--- config.mk ---
export PLATFORM = sky130hd
export DESIGN_NAME = ps2_letter_transmitter
export DESIGN_NICKNAME = d
export VERILOG_FILES = /design/src/rtl/ps2_letter_transmitter.sv
export SDC_FILE = /design/constraint.sdc
export NUM_CORES = 1
export LEC_CHECK = 0
export BUFFER_PORTS_ARGS = -buffer_cell sky130_fd_sc_hd__buf_2
export CAP_MARGIN = 20
export CORE_ASPECT_RATIO = 0.75
export CORE_MARGIN = 2
export CORE_UTILIZATION = 40
export DETAILED_ROUTE_END_ITERATION = 10
export GPL_ROUTABILITY_DRIVEN = 0
export PLACE_DENSITY_LB_ADDON = 0.15
export SLEW_MARGIN = 20
export SYNTH_ARGS = -nofsm -noshare
export SYNTH_HDL_FRONTEND = slang
export SYNTH_SLANG_ARGS = --single-unit
--- constraint.sdc ---
create_clock -name clock -period 3.05 [get_ports clock]
set_input_delay 0.61 -clock clock [delete_from_list [all_inputs] [get_ports clock]]
set_output_delay 0.61 -clock clock [all_outputs]
set_load 0.05 [all_outputs]
--- src/rtl/ps2_letter_transmitter.sv ---
// Turns a letter index (0=A..25=Z) into a PS/2 Set-2 make/break keystroke (code, F0, code) sent as device-to-host frames.
// A new letter is accepted only while ready is high, and ready stays low until all three frames and their gaps are done.
module ps2_letter_transmitter #(
  parameter int CLK_DIV    = 2000,
  parameter int GAP_CYCLES = 4000
) (
  input  logic       clock,
  input  logic       reset_n,
  input  logic [4:0] letter,
  input  logic       valid,
  output logic       ready,
  output logic       err,
  input  logic       ps2_clk_in,
  output logic       ps2_clk_out,
  output logic       ps2_data_out
);

  localparam int CELL = 2 * CLK_DIV;
  localparam int MAXC = (CELL > GAP_CYCLES) ? CELL : GAP_CYCLES;
  localparam int CW   = $clog2(MAXC + 1);

  localparam logic [CW-1:0] HALF_END = CW'(CLK_DIV - 1);
  localparam logic [CW-1:0] CELL_END = CW'(CELL - 1);
  localparam logic [CW-1:0] GAP_END  = CW'(GAP_CYCLES - 1);

  typedef enum logic [1:0] {IDLE, SEND, GAP, INHIBIT} state_t;

  state_t        state, state_n;
  logic [CW-1:0] cnt, cnt_n;
  logic [3:0]    bit_idx, bit_n;
  logic [1:0]    byte_idx, byte_n;
  logic [7:0]    code, code_n;
  logic          retry, retry_n;
  logic          err_n, clk_n, dat_n;
  logic          sync1, sync2;
  logic [7:0]    cur_byte;
  logic [10:0]   frame;
  logic [3:0]    next_bit;

  function automatic logic [7:0] scan_code(input logic [4:0] idx);
    case (idx)
      5'd0:  scan_code = 8'h1C;
      5'd1:  scan_code = 8'h32;
      5'd2:  scan_code = 8'h21;
      5'd3:  scan_code = 8'h23;
      5'd4:  scan_code = 8'h24;
      5'd5:  scan_code = 8'h2B;
      5'd6:  scan_code = 8'h34;
      5'd7:  scan_code = 8'h33;
      5'd8:  scan_code = 8'h43;
      5'd9:  scan_code = 8'h3B;
      5'd10: scan_code = 8'h42;
      5'd11: scan_code = 8'h4B;
      5'd12: scan_code = 8'h3A;
      5'd13: scan_code = 8'h31;
      5'd14: scan_code = 8'h44;
      5'd15: scan_code = 8'h4D;
      5'd16: scan_code = 8'h15;
      5'd17: scan_code = 8'h2D;
      5'd18: scan_code = 8'h1B;
      5'd19: scan_code = 8'h2C;
      5'd20: scan_code = 8'h3C;
      5'd21: scan_code = 8'h2A;
      5'd22: scan_code = 8'h1D;
      5'd23: scan_code = 8'h22;
      5'd24: scan_code = 8'h35;
      5'd25: scan_code = 8'h1A;
      default: scan_code = 8'h00;
    endcase
  endfunction

  // Idle-high reset keeps a freshly started frame from seeing a phantom inhibit.
  always_ff @(posedge clock or negedge reset_n) begin
    if (!reset_n) begin
      sync1 <= 1'b1;
      sync2 <= 1'b1;
    end else begin
      sync1 <= ps2_clk_in;
      sync2 <= sync1;
    end
  end

  assign cur_byte = (byte_idx == 2'd1) ? 8'hF0 : code;
  assign frame    = {1'b1, ~^cur_byte, cur_byte, 1'b0};
  assign next_bit = bit_idx + 4'd1;

  always_ff @(posedge clock or negedge reset_n) begin
    if (!reset_n) begin
      state        <= IDLE;
      cnt          <= '0;
      bit_idx      <= '0;
      byte_idx     <= '0;
      code         <= '0;
      retry        <= 1'b0;
      ready        <= 1'b1;
      err          <= 1'b0;
      ps2_clk_out  <= 1'b1;
      ps2_data_out <= 1'b1;
    end else begin
      state        <= state_n;
      cnt          <= cnt_n;
      bit_idx      <= bit_n;
      byte_idx     <= byte_n;
      code         <= code_n;
      retry        <= retry_n;
      ready        <= (state_n == IDLE);
      err          <= err_n;
      ps2_clk_out  <= clk_n;
      ps2_data_out <= dat_n;
    end
  end

  always_comb begin
    state_n = state;
    cnt_n   = cnt;
    bit_n   = bit_idx;
    byte_n  = byte_idx;
    code_n  = code;
    retry_n = retry;
    err_n   = 1'b0;
    clk_n   = ps2_clk_out;
    dat_n   = ps2_data_out;
    case (state)
      IDLE: begin
        clk_n = 1'b1;
        dat_n = 1'b1;
        if (valid) begin
          if (letter > 5'd25) begin
            err_n = 1'b1;
          end else begin
            code_n  = scan_code(letter);
            state_n = SEND;
            cnt_n   = '0;
            bit_n   = '0;
            byte_n  = '0;
            retry_n = 1'b0;
            dat_n   = 1'b0;
          end
        end
      end
      SEND: begin
        // Host inhibit is only honoured while our clock is released, and never in the stop cell.
        if (ps2_clk_out && (bit_idx != 4'd10) && !sync2) begin
          state_n = INHIBIT;
          cnt_n   = '0;
          retry_n = 1'b1;
          clk_n   = 1'b1;
          dat_n   = 1'b1;
        end else if (cnt == CELL_END) begin
          cnt_n = '0;
          clk_n = 1'b1;
          if (bit_idx == 4'd10) begin
            state_n = GAP;
            retry_n = 1'b0;
            dat_n   = 1'b1;
          end else begin
            bit_n = next_bit;
            dat_n = frame[next_bit];
          end
        end else begin
          cnt_n = cnt + 1'b1;
          if (cnt == HALF_END) clk_n = 1'b0;
        end
      end
      GAP: begin
        clk_n = 1'b1;
        dat_n = 1'b1;
        if (!sync2) begin
          cnt_n = '0;
        end else if (cnt == GAP_END) begin
          cnt_n = '0;
          if (!retry && (byte_idx == 2'd2)) begin
            state_n = IDLE;
            byte_n  = '0;
          end else begin
            state_n = SEND;
            if (!retry) byte_n = byte_idx + 2'd1;
            retry_n = 1'b0;
            bit_n   = '0;
            dat_n   = 1'b0;
          end
        end else begin
          cnt_n = cnt + 1'b1;
        end
      end
      INHIBIT: begin
        clk_n = 1'b1;
        dat_n = 1'b1;
        if (sync2) begin
          state_n = GAP;
          cnt_n   = '0;
        end
      end
      default: state_n = IDLE;
    endcase
  end

endmodule

==> results list <==
- The flow ran to the end, and the final reports show no timing, DRC or antenna violations.
* Floorplan die area: 0.00694 mm²
* Path category of the worst min-delay check: reg -> reg
* Highest clock rate: 392 MHz
* Slew @ Worst Pin: 0.796 ns
* Port bufs: 12
- Number of library cell types mapped by synthesis: 50
- For the worst setup path, the data required time is 3.28 ns.
- The worst pin sits at a relative slew slack of 46.9%.
- Share of Yosys cell area claimed by the top area cell type: 28.9%
- Cell count after synthesis: 306
- Setup violations remaining at the end of the flow were counted as 0.
- Nets in the synthesized netlist: 332
- Unrepaired setup endpoints after global routing: false
- In this run the mean area of a mapped cell was 8.21 µm².
- Launch point of the worst reg-to-reg path: cnt[0]
- The floorplan step set the die height to 72.6 µm.
- Power density normalized to cell area: 769 mW/mm²
* Crit path launch type: input port
* Synth cell count leaders: nand2_1, o21ai_0, dfrtp_1, nor2_1, a21oi_1
- Relative to the synthesized area, the layout overhead comes to 10.4%.
- Summed over all failing endpoints, the final setup total negative slack is 0 ns.
- The synthesized netlist occupies a cell area of 0.00251 mm².
* Clock insertion delay at the later pin of the skew report: 0.29 ns
* GRT Resource Usage Total: 17.9%
- Counting cells, the worst reg-to-reg path comes to 7.
- Row generation in the floorplan step produced 24 rows.
- First-pass GRT wire length: 9850 µm
* Number of max-slew violations in the final report: 0
- Half-perimeter wire length after placement: 4160 µm
- In this run the remaining antenna-violating nets after routing total 0.
* Type of the setup path with the least slack: in -> reg
- Reg-to-reg endpoint: cnt[3]
* Largest net degree at the start of global routing: 35
- Buffers inserted during clock tree synthesis total 5.
- Prevailing post-synth register cell: dfrtp_1
- Using the TritonRoute via totals, the vias-per-cell ratio works out to 5.48.
- The longest clock path from root to sink contains 2 buffers.
- After detailed routing, the average wire length per cell comes to 14.4 µm.
- Worst Hold Launch: sync1
- The count of final hold-check violations is 0.
- CTS built an H-tree with a depth of 2.
- Top cell type by total area after synthesis: dfrtp_1
- Iteration count of the initial detailed-routing pass: 5
- STA classifies the critical path endpoint as a flop.
* Remaining Overflow, GRT: 0
* R2r setup slk: 0.53 ns
* Total power after layout: 2.13 mW
- In this run the horizontal extent of the chip is 95.5 µm.
- Net count reported at finish: 339
- Across all hold checks on the routed design, the worst slack comes to 0.360 ns.
- Data on the critical path arrives at its endpoint at 2.79 ns.
* Post-cts resize count: 0
- The routed design could run at a clock period as short as 2.55 ns.
- Hold Path End: sync2
- Largest fanout on the critical path: 13
* Biggest area contributors in the synthesized netlist: dfrtp_1, ha_1, o21ai_0
- Static leakage power: 1.18 nW
* Hold Path Stages: 0
* Clock transition at the register clock pins on the worst setup and hold paths after CTS: 0.08 ns
* Clock tree from TritonCTS: yes
- Post CTS Setup Buffer Count: 0
- The final layout contains routed wiring with a total length of 5650 µm.
- Io pins: 13
- VDD sags by at most 0.316 mV.
* Total of flip-flops plus latches after synthesis: 34
* Number of vias in the routed layout: 2,148
- Setup skew after layout: 0.00808 ns
* Total placed instance area: 0.00264 mm²
- Initial Utilization: 42.3%
* Count of routing violations after the opening detailed-route iteration: 139
- The number of antenna violations at the first check in global routing is 0.
- The number of hold buffers added after CTS was 0.
- Synth Warn #: 0
- Sink count of the clock tree: 34
* Number of enable flip-flop cells after synthesis: 0
- Fraction of final layout cells with drive strength greater than 1: 11.5%
- Number of maximum-capacitance violations: 0
- After synthesis, the share of flip-flops with an asynchronous set or reset is 100%.
- The final critical path takes up 83.7% of the cycle.
* Clock tree root buffer cell: clkbuf_8
- For this run, the register share of the synthesized area comes to 34.1%.
* Placeable core area: 0.00595 mm²
- Via count of the first global-routing pass: 2,010
- 0 antenna diodes ended up in the layout.
- After detailed routing, the number of remaining DRC violations is 0.
- Design area: 0.00277 mm²
## cell type report
class	instances	area (µm²)
fillers	596	3170
clock inverters	3	68.8
repair buffers	16	90.1
flip-flops and latches	34	857
well taps	78	97.6
multi-input cells	242	1540
clock buffers	5	68.8
inverters	14	52.6
## how the worst max path moves through the flow
| stage | startpoint | to | slack [ns] |
|---|---|---|---|
| 3_3_place_gp | letter[2] | bit_idx[1] | 0.31 |
| 3_5_place_dp | letter[2] | bit_idx[1] | 0.24 |
| 4_1_cts | cnt[0] | cnt[3] | 0.53 |
| 6_report | letter[2] | bit_idx[1] | 0.50 |
| 5_1_grt | letter[2] | bit_idx[1] | 0.16 |
| 2_1_floorplan | letter[2] | cnt[8] | 0.53 |
## cells by family after synthesis
family          after synthesis  share of synthesized area [%]
compound gates              101                           25.1
mux                           4                           2.59
fa+ha+maj                    17                           8.47
buf+inv                      30                           4.63
simple gates                113                           22.6
xor+xnor                      7                           2.44
flops                        34                           34.1
## through the flow
step | instances | utilization, % | setup WS (ns)
floorplan | 306 | - | 0.531
global placement | 384 | 44.3 | 0.314
detailed placement | 384 | 44.3 | 0.242
CTS | 392 | 46.7 | 0.527
global route | 392 | 46.7 | 0.160
finish | 392 | 46.7 | 0.498
## cells in the final DEF (no fill, tap or decap), types with 3 or more instances in the layout
master	instances
o21ai_0	33
o21ai_1	3
nor2_1	24
a22o_1	5
xnor2_1	7
o31ai_1	10
inv_1	14
buf_4	4
nand2b_1	7
nor3_1	4
and3_1	4
dfrtp_1	29
buf_2	12
clkbuf_8	5
o211ai_1	3
a21oi_1	19
nand2_1	33
ha_1	17
nor2b_1	7
nand3b_1	4
nand3_1	15
a22oi_1	3
a31oi_1	9
dfstp_2	5
## routing by layer
layer	share of wire [%]	GRT usage, %
met2	39	23.9
met4	0.92	4.29
met1	56	29.3
met5	0	0
met3	3.6	3.31
## state kept, by name, indices dropped and copies added, names as in the netlist
register      cells
ps2_data_out      1
sync1             1
ready             1
cnt              12
retry             1
code              7
bit_idx           4
state             2
sync2             1
err               1
byte_idx          2
ps2_clk_out       1
## worst max-delay path: stages
cell,delay [ns]
buf_2,0.19
inv_1,0.17
ha_1,0.22
a21boi_0,0.24
o31ai_1,0.17
a22oi_1,0.53
nand2_1,0.21
o31ai_1,0.28
a22o_1,0.15
## power breakdown
group          leakage, nW  switching, mW  total (mW)  internal (mW)
registers            0.443         0.0956       0.658          0.563
clock network       0.0683          0.179       0.506          0.328
logic                0.664          0.584       0.968          0.384
total                 1.18          0.858        2.13           1.27
(Power assumes the default switching activity.)
